### config.mk
export PLATFORM = sky130hd
export DESIGN_NAME = stage_fetch_prefetch_flat
export DESIGN_NICKNAME = d
export VERILOG_FILES = /design/src/rtl/stage_fetch_prefetch_if.sv /design/src/rtl/stage_fetch_prefetch.sv /design/src/flat_wrapper.sv
export SDC_FILE = /design/constraint.sdc
export NUM_CORES = 1
export LEC_CHECK = 0
export CELL_PAD_IN_SITES_DETAIL_PLACEMENT = 0
export CELL_PAD_IN_SITES_GLOBAL_PLACEMENT = 1
export CORE_ASPECT_RATIO = 1.4
export CORE_MARGIN = 1
export CORE_UTILIZATION = 30
export DETAILED_ROUTE_END_ITERATION = 8
export HOLD_SLACK_MARGIN = 0.02
export PLACE_DENSITY = 0.58
export SYNTH_ARGS = -nofsm -noshare
export SYNTH_HDL_FRONTEND = slang
export SYNTH_SLANG_ARGS = --single-unit
### constraint.sdc
create_clock -name clk -period 3.27 [get_ports clk]
set_input_delay 0.654 -clock clk [delete_from_list [all_inputs] [get_ports clk]]
set_output_delay 0.654 -clock clk [all_outputs]
set_load 0.01 [all_outputs]
### src/rtl/stage_fetch_prefetch_if.sv
// Fetch-stage bundle: redirect input, instruction-memory request/response,
// and the valid/ready handshake into the fetch->decode pipe register.
interface stage_fetch_prefetch_if #(
    parameter int instructionSize = 24,
    parameter int pcSize          = 16
);
    logic                       pcWrEn;
    logic [pcSize-1:0]          newPc;
    logic                       imem_req;
    logic [pcSize-1:0]          imem_addr;
    logic                       imem_gnt;
    logic                       imem_rvalid;
    logic [instructionSize-1:0] imem_rdata;
    logic                       instr_valid;
    logic                       instr_ready;
    logic [instructionSize-1:0] instruction;
    logic [pcSize-1:0]          instr_pc;

    modport master (
        input  pcWrEn, newPc, imem_gnt, imem_rvalid, imem_rdata, instr_ready,
        output imem_req, imem_addr, instr_valid, instruction, instr_pc
    );

    modport slave (
        output pcWrEn, newPc, imem_gnt, imem_rvalid, imem_rdata, instr_ready,
        input  imem_req, imem_addr, instr_valid, instruction, instr_pc
    );
endinterface

### src/rtl/stage_fetch_prefetch.sv
// Fetch stage: owns the PC, issues credit-limited word reads to instruction
// memory, buffers in-order responses in a small FIFO and hands them to decode.

module stage_fetch_prefetch_chk #(
    parameter int CW             = 3,
    parameter int fifoDepth      = 4,
    parameter int maxOutstanding = 4
) (
    input logic          clk,
    input logic          reset,
    input logic          i_push,
    input logic          i_pop,
    input logic [CW-1:0] i_count,
    input logic [CW-1:0] i_outstanding
);
    a_no_overflow: assert property (@(posedge clk) disable iff (!reset)
        !(i_push && !i_pop && (i_count == CW'(fifoDepth))));

    a_out_bound: assert property (@(posedge clk) disable iff (!reset)
        (i_outstanding <= CW'(maxOutstanding)));
endmodule

module stage_fetch_prefetch #(
    parameter int                       instructionSize = 24,
    parameter int                       pcSize          = 16,
    parameter int                       fifoDepth       = 4,
    parameter int                       maxOutstanding  = 4,
    parameter logic [pcSize-1:0]        resetPc         = 16'h0000
) (
    input logic                 clk,
    input logic                 reset,
    stage_fetch_prefetch_if.master bus
);
    localparam int PW = $clog2(fifoDepth);
    localparam int CW = PW + 1;
    localparam logic [CW:0]        DEPTH_C = (CW+1)'(fifoDepth);
    localparam logic [CW-1:0]      MAXO_C  = CW'(maxOutstanding);
    localparam logic [pcSize-1:0]  PC_ONE  = {{(pcSize-1){1'b0}}, 1'b1};
    localparam logic [PW-1:0]      PTR_ONE = {{(PW-1){1'b0}}, 1'b1};
    localparam logic [CW-1:0]      CNT_ONE = {{(CW-1){1'b0}}, 1'b1};

    typedef enum logic [0:0] {
        ST_BOOT = 1'b0,
        ST_RUN  = 1'b1
    } state_t;

    state_t                     r_state;
    state_t                     w_state_nxt;
    logic [pcSize-1:0]          r_fetch_pc;
    logic [pcSize-1:0]          r_deliver_pc;
    logic [CW-1:0]              r_count;
    logic [CW-1:0]              r_outstanding;
    logic [CW-1:0]              r_discard;
    logic [PW-1:0]              r_rd_ptr;
    logic [PW-1:0]              r_wr_ptr;
    logic [instructionSize-1:0] r_mem [fifoDepth];

    logic          w_run;
    logic [CW:0]   w_credit;
    logic          w_req;
    logic          w_issue;
    logic          w_resp;
    logic          w_valid;
    logic          w_pop;
    logic          w_push;
    logic [CW-1:0] w_out_nxt;

    // State register
    always_ff @(posedge clk or negedge reset) begin
        if (!reset) begin
            r_state <= ST_BOOT;
        end else begin
            r_state <= w_state_nxt;
        end
    end

    // Next-state: a single quiet BOOT cycle, then RUN until reset
    always_comb begin
        w_state_nxt = r_state;
        w_run       = 1'b0;
        case (r_state)
            ST_BOOT: begin
                w_state_nxt = ST_RUN;
                w_run       = 1'b0;
            end
            ST_RUN: begin
                w_state_nxt = ST_RUN;
                w_run       = 1'b1;
            end
            default: begin
                w_state_nxt = ST_BOOT;
                w_run       = 1'b0;
            end
        endcase
    end

    // Credit covers buffered plus live in-flight words; discarded ones never land
    always_comb begin
        w_credit  = {1'b0, r_count} + {1'b0, r_outstanding} - {1'b0, r_discard};
        w_req     = w_run && (w_credit < DEPTH_C) && (r_outstanding < MAXO_C) && !bus.pcWrEn;
        w_issue   = w_req && bus.imem_gnt;
        w_resp    = w_run && bus.imem_rvalid && (r_outstanding != {CW{1'b0}});
        w_valid   = (r_count != {CW{1'b0}}) && !bus.pcWrEn;
        w_pop     = w_valid && bus.instr_ready;
        w_push    = w_resp && !bus.pcWrEn && (r_discard == {CW{1'b0}});
        w_out_nxt = r_outstanding + CW'(w_issue) - CW'(w_resp);
    end

    // PC, credit and FIFO pointer bookkeeping; redirect overrides everything
    always_ff @(posedge clk or negedge reset) begin
        if (!reset) begin
            r_fetch_pc    <= resetPc;
            r_deliver_pc  <= resetPc;
            r_count       <= {CW{1'b0}};
            r_outstanding <= {CW{1'b0}};
            r_discard     <= {CW{1'b0}};
            r_rd_ptr      <= {PW{1'b0}};
            r_wr_ptr      <= {PW{1'b0}};
        end else if (bus.pcWrEn) begin
            r_fetch_pc    <= bus.newPc;
            r_deliver_pc  <= bus.newPc;
            r_count       <= {CW{1'b0}};
            r_outstanding <= w_out_nxt;
            r_discard     <= w_out_nxt;
            r_rd_ptr      <= {PW{1'b0}};
            r_wr_ptr      <= {PW{1'b0}};
        end else begin
            r_outstanding <= w_out_nxt;
            r_count       <= r_count + CW'(w_push) - CW'(w_pop);
            if (w_issue) begin
                r_fetch_pc <= r_fetch_pc + PC_ONE;
            end else begin
                r_fetch_pc <= r_fetch_pc;
            end
            if (w_resp && (r_discard != {CW{1'b0}})) begin
                r_discard <= r_discard - CNT_ONE;
            end else begin
                r_discard <= r_discard;
            end
            if (w_push) begin
                r_wr_ptr <= r_wr_ptr + PTR_ONE;
            end else begin
                r_wr_ptr <= r_wr_ptr;
            end
            if (w_pop) begin
                r_rd_ptr     <= r_rd_ptr + PTR_ONE;
                r_deliver_pc <= r_deliver_pc + PC_ONE;
            end else begin
                r_rd_ptr     <= r_rd_ptr;
                r_deliver_pc <= r_deliver_pc;
            end
        end
    end

    // FIFO storage; cleared on reset so the head reads zero out of reset
    always_ff @(posedge clk or negedge reset) begin
        if (!reset) begin
            for (int i = 0; i < fifoDepth; i++) begin
                r_mem[i] <= {instructionSize{1'b0}};
            end
        end else if (w_push) begin
            r_mem[r_wr_ptr] <= bus.imem_rdata;
        end else begin
            r_mem[r_wr_ptr] <= r_mem[r_wr_ptr];
        end
    end

    assign bus.imem_req    = w_req;
    assign bus.imem_addr   = r_fetch_pc;
    assign bus.instr_valid = w_valid;
    assign bus.instruction = r_mem[r_rd_ptr];
    assign bus.instr_pc    = r_deliver_pc;

    stage_fetch_prefetch_chk #(
        .CW             (CW),
        .fifoDepth      (fifoDepth),
        .maxOutstanding (maxOutstanding)
    ) u_chk (
        .clk           (clk),
        .reset         (reset),
        .i_push        (w_push),
        .i_pop         (w_pop),
        .i_count       (r_count),
        .i_outstanding (r_outstanding)
    );
endmodule

### src/flat_wrapper.sv
// flat-port wrapper written by rule: the top's interface ports become plain ports
module stage_fetch_prefetch_flat 
#(
    parameter int                       instructionSize = 24,
    parameter int                       pcSize          = 16,
    parameter int                       fifoDepth       = 4,
    parameter int                       maxOutstanding  = 4,
    parameter logic [pcSize-1:0]        resetPc         = 16'h0000
)
  (clk, reset, bus_pcWrEn, bus_newPc, bus_imem_gnt, bus_imem_rvalid, bus_imem_rdata, bus_instr_ready, bus_imem_req, bus_imem_addr, bus_instr_valid, bus_instruction, bus_instr_pc);
  stage_fetch_prefetch_if #(.instructionSize(instructionSize), .pcSize(pcSize)) bus_i ();
  input logic clk;
  input logic reset;
  input wire logic [$bits(bus_i.pcWrEn)-1:0] bus_pcWrEn;
  input wire logic [$bits(bus_i.newPc)-1:0] bus_newPc;
  input wire logic [$bits(bus_i.imem_gnt)-1:0] bus_imem_gnt;
  input wire logic [$bits(bus_i.imem_rvalid)-1:0] bus_imem_rvalid;
  input wire logic [$bits(bus_i.imem_rdata)-1:0] bus_imem_rdata;
  input wire logic [$bits(bus_i.instr_ready)-1:0] bus_instr_ready;
  output wire logic [$bits(bus_i.imem_req)-1:0] bus_imem_req;
  output wire logic [$bits(bus_i.imem_addr)-1:0] bus_imem_addr;
  output wire logic [$bits(bus_i.instr_valid)-1:0] bus_instr_valid;
  output wire logic [$bits(bus_i.instruction)-1:0] bus_instruction;
  output wire logic [$bits(bus_i.instr_pc)-1:0] bus_instr_pc;
  assign bus_i.pcWrEn = bus_pcWrEn;
  assign bus_i.newPc = bus_newPc;
  assign bus_i.imem_gnt = bus_imem_gnt;
  assign bus_i.imem_rvalid = bus_imem_rvalid;
  assign bus_i.imem_rdata = bus_imem_rdata;
  assign bus_i.instr_ready = bus_instr_ready;
  assign bus_imem_req = bus_i.imem_req;
  assign bus_imem_addr = bus_i.imem_addr;
  assign bus_instr_valid = bus_i.instr_valid;
  assign bus_instruction = bus_i.instruction;
  assign bus_instr_pc = bus_i.instr_pc;
  stage_fetch_prefetch #(.instructionSize(instructionSize), .pcSize(pcSize), .fifoDepth(fifoDepth), .maxOutstanding(maxOutstanding), .resetPc(resetPc)) u_core (.clk(clk), .reset(reset), .bus(bus_i));
endmodule
Word level (Yosys, flattened, before mapping)
Index checks and enable logic that the tools add are counted.
{"block": "op_classes", "div": 0, "reduce_logical": 21, "addsub": 11, "eq_ne": 0, "shift": 0, "bitwise": 3, "muxes": 23, "multipliers": 0, "n_lt_le_gt_ge": 5}
{"op": "96-bit bitwise mux", "n": 2}
{"op": "24-bit two-way mux", "n": 5}
{"op": "24-bit binary-select mux with 2-bit select", "n": 2}
{"op": "96-bit two-way mux", "n": 1}
{"op": "16-bit two-way mux", "n": 4}
{"op": "24-bit demux with 2-bit select", "n": 1}
{"op": "16-bit by 1-bit adder with 16-bit output (second input constant)", "n": 2}
{"op": "1-bit logical AND", "n": 12}
{"op": "3-bit two-way mux", "n": 3}
{"op": "3-bit nonzero test", "n": 3}
{"op": "2-bit two-way mux", "n": 4}
{"op": "2-bit nonzero test", "n": 4}
{"op": "3-bit by 1-bit adder with 3-bit output", "n": 2}
{"op": "3-bit greater-or-equal comparator (second input constant)", "n": 2}
{"op": "2-bit inverter with 3-bit output", "n": 2}
{"op": "3-bit by 1-bit subtractor with 3-bit output", "n": 2}
{"op": "2-bit by 1-bit adder with 2-bit output (second input constant)", "n": 2}
{"op": "3-bit by 3-bit adder with 4-bit output", "n": 1}
{"op": "4-bit by 3-bit < comparator with 1-bit output (second input constant)", "n": 1}
{"op": "4-bit by 3-bit subtractor with 4-bit output", "n": 1}
{"op": "3-bit logical NOT", "n": 1}
{"op": "3-bit by 1-bit < comparator with 1-bit output (second input constant)", "n": 1}
{"op": "3-bit < comparator (second input constant)", "n": 1}
{"op": "3-bit by 1-bit subtractor with 3-bit output (second input constant)", "n": 1}
{"op": "3 further kinds", "n": 3}
{"block": "totals", "word_cells": 75, "mem_count": 0, "inputBits": 46, "reg_bits": 142, "latch_bits": 0, "out_inout_bits": 58, "rom_bits": 0, "ram_bits": 0}

Depth between registers and ports, before layout
Gate-level depths: netlist of the first run.
{"block": "depth", "depth_word": 10, "ltp_mapped": 17, "depth_no_buf": 15}

Worst setup path before layout of the first run
No wires, ideal clock.
{"block": "synth_timing", "path_kind": "flip-flop to flip-flop", "from": "reg u_core.r_outstanding[1]", "to": "reg u_core.r_discard[2]", "path_slack_ns": 0.022, "arrival_ns": 3.112, "t_required_ns": 3.134, "n_path_buf": 2, "stages_incl_launch_ff": 18, "path_cell_list": "dfrtp_1 > inv_1 > fa_1 > inv_1 > ha_1 > and3b_1 > nor3_2 > o211ai_2 > buf_6 > inv_2 > buf_2 > ha_1 > inv_1 > fa_1 > xnor2_1 > xnor2_1 > nand2_1 > o21ai_0"}
{"block": "synth_between", "elab_chain_cells": 10, "word_cells_on_any_way": 15}
{"item": "from (decl)", "line": "stage_fetch_prefetch.sv:52", "text": "logic [CW-1:0] r_outstanding;"}
{"item": "from (signal assigned)", "line": "stage_fetch_prefetch.sv:115", "text": "r_outstanding <= {CW{1'b0}};"}
{"item": "from (signal assigned)", "line": "stage_fetch_prefetch.sv:123", "text": "r_outstanding <= w_out_nxt;"}
{"item": "from (signal assigned)", "line": "stage_fetch_prefetch.sv:128", "text": "r_outstanding <= w_out_nxt;"}
{"item": "3-bit by 3-bit adder with 4-bit output", "line": "stage_fetch_prefetch.sv:99", "text": "w_credit = {1'b0, r_count} + {1'b0, r_outstanding} - {1'b0, r_discard};"}
{"item": "4-bit by 3-bit subtractor with 4-bit output", "line": "stage_fetch_prefetch.sv:99"}
{"item": "4-bit by 3-bit < comparator with 1-bit output", "line": "stage_fetch_prefetch.sv:100", "text": "w_req = w_run && (w_credit < DEPTH_C) && (r_outstanding < MAXO_C) && !bus.pcWrEn;"}
{"item": "1-bit logical AND (3 in series)", "line": "stage_fetch_prefetch.sv:100"}
{"item": "1-bit logical AND", "line": "stage_fetch_prefetch.sv:101", "text": "w_issue = w_req && bus.imem_gnt;"}
{"item": "3-bit by 1-bit adder with 3-bit output", "line": "stage_fetch_prefetch.sv:106", "text": "w_out_nxt = r_outstanding + CW'(w_issue) - CW'(w_resp);"}
{"item": "3-bit by 1-bit subtractor with 3-bit output (*)", "line": "stage_fetch_prefetch.sv:106"}
{"item": "via u_core.w_out_nxt[2]", "line": "stage_fetch_prefetch.sv:66", "text": "logic [CW-1:0] w_out_nxt;"}
{"item": "3-bit two-way mux (*)", "line": "stage_fetch_prefetch.sv:119", "text": "end else if (bus.pcWrEn) begin"}
{"item": "to (signal assigned)", "line": "stage_fetch_prefetch.sv:116", "text": "r_discard <= {CW{1'b0}};"}
{"item": "to (signal assigned)", "line": "stage_fetch_prefetch.sv:124", "text": "r_discard <= w_out_nxt;"}
{"item": "to (signal assigned)", "line": "stage_fetch_prefetch.sv:136", "text": "r_discard <= r_discard - CNT_ONE;"}
{"item": "to (decl)", "line": "stage_fetch_prefetch.sv:53", "text": "logic [CW-1:0] r_discard;"}
The timed path passes the listed nets; every way through them passes the cells marked *.
A chain may end at the register's enable or synchronous reset.

Worst setup path after layout of the first run
{"block": "layout_timing", "from": "reg u_core.r_discard[1]", "to": "out bus_imem_req"}
{"block": "layout_between", "elab_chain_cells": 5}
{"item": "4-bit by 3-bit subtractor with 4-bit output", "line": "stage_fetch_prefetch.sv:99"}
{"item": "4-bit by 3-bit < comparator with 1-bit output", "line": "stage_fetch_prefetch.sv:100"}
{"item": "1-bit logical AND (3 in series)", "line": "stage_fetch_prefetch.sv:100"}
{"item": "to (decl)", "line": "flat_wrapper.sv:20", "text": "output wire logic [$bits(bus_i.imem_req)-1:0] bus_imem_req;"}
Every way passes these cells.

==> results of run 1 <==
-- repair_timing --
action	4_1_cts	5_1_grt
setup buffers	2	0
setup endpoints to repair	1	1
cloned	0	0
hold buffers	0	0
pin swaps	0	0
resized for setup	2	2
-- area by class of cell --
class	count	share of cell area [%]
Inverter	23	0.8872
Multi-Input combinational cell	488	38.43
Tap cell	315	4.050
Clock inverter	12	2.482
Timing Repair Buffer	130	13.15
Clock buffer	19	4.449
Sequential cell	142	36.54
-- registers in the layout, summed over array words and instances, names as in the netlist --
name,count
u_core.r_mem,96
u_core.bus.imem_addr,16
u_core.r_outstanding,3
u_core.r_wr_ptr,2
u_core.r_count,3
u_core.bus.instr_pc,16
u_core.r_state,1
u_core.r_discard,3
u_core.r_rd_ptr,2
-- per-stage QoR --
step	util (%)	setup WS (ns)	total power, mW	hold slack (ns)
final	39.30	0.1788	7.394	0.2493
after floorplan	-	0.02216	4.205	0.3584
after global placement	36.54	0.2477	5.122	0.5191
after global routing	39.30	0.07591	7.905	0.2894
after CTS	39.32	0.02752	7.514	0.3052
after detailed placement	36.54	0.2264	5.214	0.5356
-- placed cells by master (no fill, tap or decap), types with 7 or more instances in the layout --
master and n:
a21oi_1 104, buf_4 23, bufinv_16 7, clkbuf_16 17, clkdlybuf4s50_1 101, dfrtp_1 140
ha_1 11, inv_1 21, mux2i_1 9, mux2i_2 17, mux4_2 48, nand2_1 31
nand3_1 36, nand4_1 24, nor2_1 107, o21ai_0 17, or3_1 13, xnor2_1 7
-- report_power, final --
part	switching [mW]	internal [mW]
clock	0.740	1.50
combinational	1.20	1.36
sequential	0.419	2.18
-- worst paths after layout --
path                                     start             endpoint  slack [ns]  cells past startpoint
min reg2reg                   u_core.r_mem[32]     u_core.r_mem[32]        0.54                      2
min                                      reset     u_core.r_mem[10]        0.25                      1
max in group asynchronous                reset     u_core.r_mem[21]        2.08                      2
max reg2reg                u_core.r_discard[1]  u_core.r_discard[2]        0.34                     14
min in group clk              u_core.r_mem[32]     u_core.r_mem[32]        0.54                      2
max                        u_core.r_discard[1]         bus_imem_req        0.18                      7
-- kinds of logic (layout without fill, tap and decap cells) --
group           count (synthesis)  count (layout)  synth area share (%)
simple gates                  236             236                 14.71
compound gates                145             145                 10.65
flops                         142             142                 46.69
mux                            75              75                 18.61
buf+inv                        73             184                 4.389
fa+ha+maj                      19              19                 3.518
xor+xnor                       12              12                 1.381
other cells                     1               1               0.04927
-- layer usage --
layer / routed length (um) / part of all wire [%] / track usage [%]
met1: 8941 / 43 / 21.49
met2: 10540 / 51 / 29.03
met3: 974 / 4.7 / 3.402
met4: 362 / 1.7 / 6.026
met5: 0 / 0 / 0
-- worst max-delay path, cell delays in order (launching register included) --
cell	delay (ns)
dfrtp_1	0.40
fa_1	0.55
inv_1	0.05
ha_1	0.27
and3b_1	0.20
o21a_2	0.21
o211a_1	0.22
clkbuf_2	0.12
==> impl_metrics.toml, run 1 <==
[grt]
grt_max_degree = 78
overflow = 0
grt_pass1_vias = 6176
antenna_found_initial = 0
grt_usage_pct = 17.14
grt_pass1_wl_mm = 33.63

[floorplan]
rows = 68
die_y_um = 190.5
die_w_um = 136.6
die_area_sq_mm = 0.02602
coreArea_sq_mm = 0.02476
initial_core_util_pct = 30.74
ios = 104

[worst_setup_path]
cp_max_fo = 2
crit_required_ns = 2.62
cp-end-kind = "output pin"
start_kind = "register"
path_class = "register to output pin"
arrival_ns = 2.44

[yosys]
synth_commonest_cells = "dfrtp_1 (142), nor2_1 (107), a21oi_1 (104), mux4_2 (48), nand3_1 (36)"
ys.flop_type = "dfrtp_1"
synth.most_common_cell = "dfrtp_1"
yosysTopAreaCellShare_pct = 46.69
yosysWarningCount = 0
syn-num-nets = 768
yosys-top-cells-area = "dfrtp_1 (47%), mux4_2 (14%), a21oi_1 (6.8%)"
synth-seq-cells = 142
synthesis.area_sq_mm = 0.007611
avgSynthCellArea_sq_um = 10.83
yosys.area.top_type = "dfrtp_1"
async_reset_ff_share_pct = 100.0
synth_edf_count = 0
netlist_instances = 703
yosysSeqAreaShare_pct = 46.69
synth_cell_types = 53

[min_path]
hold_path.class = "input pin to asynchronous set/reset pin"

[cts]
cts_tree = "done"
clk_pin_slew_ns = 0.06
cts_sinks = 142
cts_buffers = 17
clockRootBuffer = "clkbuf_16"
clockBufferDepth = 2
htree_levels = 4
clk_latency_ns = 0.42

[timing]
rsz0062_at_grt = "no"
fmax_mhz = 323.5
worst_pin_slew_ns = 0.7545
fin_tns_setup_ns = 0
slew_viol_final = 0
relSlewSlack_pct = 49.70
setup_viol = 0
finClkSkew_ns = 0.01088
post-route-min-period_ns = 3.091
period_share_pct = 94.53
hold_viol_final = 0

[route]
first_iter_violations = 307
vias = 5933
via_per_inst = 5.255
drc = 0
dr.pass1.iters = 5
wire_per_inst_um = 18.44
ant_nets = 0
wirelength_mm = 20.82

[place]
routabilityCongestion = 0.7618
place_hpwl_mm = 14.02
dp.cells = 1096
placed_area_sq_mm = 0.009046
numPortBuffers = 103

[final_layout]
seq_area_sq_mm = 0.003556
antenna_cells = 0
fin_nets = 867
drive_gt1_share_pct = 17.32
multi_input_area_sq_mm = 0.003740
n_fill_cell = 2376
postLayoutCellArea_sq_mm = 0.009731
stdcell_count = 1129
area_delta_synth_final_pct = 27.85

[outcome]
status = "completed"

[power]
powerDensity_mw_per_mm2 = 759.9
power.leakage_nw = 3.549
ir_drop_v = 0.0003321

[job]
drv_cap = 0
Power figures use the tool's default switching activity.
==> inputs of run 2 (changes only) <==
Settings changed: CTS_BUF_LIST from default to sky130_fd_sc_hd__clkbuf_8, PLACE_DENSITY 0.58 to default, PLACE_DENSITY_LB_ADDON from default to 0.15.
==> run 2 against run 1 <==
Clock-buffer cell count down 2. Core utilization decreased by 1.3 points. Hold slack better by 0.0015 ns. Fmax down 1.5%. Critical endpoint unchanged. Clock power shrank 41%. Sequential power about the same. Critical path type unchanged.
==> impl_metrics.toml, run 2 (synthesized netlist as in run 1, its figures left out) <==
[cts]
cts_buffers = 17
cts_sinks = 142
clockRootBuffer = "clkbuf_8"
clk_latency_ns = 0.45
htree_levels = 4
clockBufferDepth = 2
cts_tree = "done"
ctsHoldBuffers = 0
clk_pin_slew_ns = 0.09

[route]
wl_met1_mm = 9.051
met2_length_mm = 10.88
wire_per_inst_um = 18.58
wl_met3_um = 750
vias = 5773
drc = 0
ant_nets = 0
first_iter_violations = 247
maxUsedRoutingLayer = "met4"
via_per_inst = 5.122
dr.pass1.iters = 5
wirelength_mm = 20.94

[grt]
overflow = 0
antenna_found_initial = 0
grt_pass1_vias = 6219
grt_max_degree = 79
grt_usage_pct = 17.22
grt_pass1_wl_mm = 33.95

[worst_setup_path]
cp-end-kind = "output pin"
crit_required_ns = 2.62
start_kind = "register"
path_class = "register to output pin"
cp_max_fo = 2
arrival_ns = 2.49

[timing]
relSlewSlack_pct = 47.26
worst_pin_slew_ns = 0.7910
rsz0062_at_grt = "yes"
hold_viol_final = 0
period_share_pct = 96.01
worst_slack_ns = 0.1306
post-route-min-period_ns = 3.139
setup_viol = 0
finClkSkew_ns = 0.01681
fmax_mhz = 318.5
slew_viol_final = 0

[final_layout]
antenna_cells = 0
n_fill_cell = 2412
final_core_util_pct = 37.99
final_common_cell = "dfrtp_1"
final_cell_mix = "dfrtp_1 (140), nor2_1 (107), a21oi_1 (104), clkdlybuf4s50_1 (101), mux4_2 (48)"
drive_gt1_share_pct = 17.49
area_delta_synth_final_pct = 23.57
fin_nets = 864
regMostFlops = "u_core.r_mem"
largest_register_ffs = 96

[power]
ir_drop_v = 0.0002648
power.leakage_nw = 3.391
powerDensity_mw_per_mm2 = 693.5

[outcome]
status = "completed"

[job]
drv_cap = 0

[floorplan]
ios = 104
die_area_sq_mm = 0.02602
die_w_um = 136.6
die_y_um = 190.5
initial_core_util_pct = 30.74
coreArea_sq_mm = 0.02476
rows = 68

[place]
numPortBuffers = 103
place_hpwl_mm = 14.02
routabilityCongestion = 0.7826
dp_slack_ns = 0.2061

[min_path]
hold_path.class = "input pin to asynchronous set/reset pin"
run 2: changes by cell type in the layout (fill, tap and decap cells not counted), sizes merged:
cell,delta
clkbuf,-3
clkinvlp,+2
inv,+9
bufinv,-7
buf,-2
clkinv,-1
run 2: repair_timing:
action | in CTS | in global routing
buffers inserted | 2 | 0
resized for setup | 5 | 1
endpoints found under the setup margin | 1 | 1
run 2: through the flow:
step                cells   TNS (ns)  hold slack [ns]  instance area (sq um)  total power [mW]
detailed placement   1093          0           0.5298                   9036             5.254
finish               1127          0           0.2508                   9405             6.522
floorplan             703          0           0.3584                   7611             4.205
CTS                  1127          0           0.2663                   9405             6.632
global route         1127  -0.001514           0.2883                   9405             7.014
global placement     1093          0           0.5174                   9036             5.156
run 2: report_power, final:
part           switching [mW]  total, mW  internal [mW]
clock                   0.781       1.33          0.549
sequential              0.418       2.59           2.17
combinational            1.22       2.60           1.38
total                    2.42       6.52           4.10
run 2: path summary, 6_finish.rpt:
path                                         startpoint                       to  slack [ns]  depth (start not counted)
worst max-delay path                u_core.r_discard[1]             bus_imem_req        0.13                          7
worst min-delay path                              reset          u_core.r_mem[7]        0.25                          1
worst max register to register  u_core.r_outstanding[2]      u_core.r_discard[2]        0.32                         13
worst min register to register  u_core.bus.instr_pc[12]  u_core.bus.instr_pc[12]        0.55                          1
max in group asynchronous                         reset         u_core.r_mem[44]        2.24                          2
min in group clk                u_core.bus.instr_pc[12]  u_core.bus.instr_pc[12]        0.55                          1
run 2: metal layers:
metal | global-route usage (%) | up-vias
met5 | 0 | -
met4 | 5.342 | 0
met3 | 3.190 | 16
met2 | 30.55 | 113
met1 | 20.82 | 2909
li1 | - | 2735
run 2: area by class of cell:
class	count	area, sq um	share of cell area [%]
Clock buffer	17	234.0	2.488
Clock inverter	15	125.1	1.330
Inverter	23	86.33	0.9179
Multi-Input combinational cell	488	3740	39.76
Sequential cell	142	3556	37.81
Tap cell	315	394.1	4.191
Timing Repair Buffer	127	1270	13.50
run 2: worst max-delay path, stage by stage, from the launching register on:
cell     delay [ns]
dfrtp_1        0.41
fa_1           0.55
inv_1          0.05
ha_1           0.27
and3b_1        0.20
o21a_2         0.21
o211a_1        0.22
buf_2          0.14
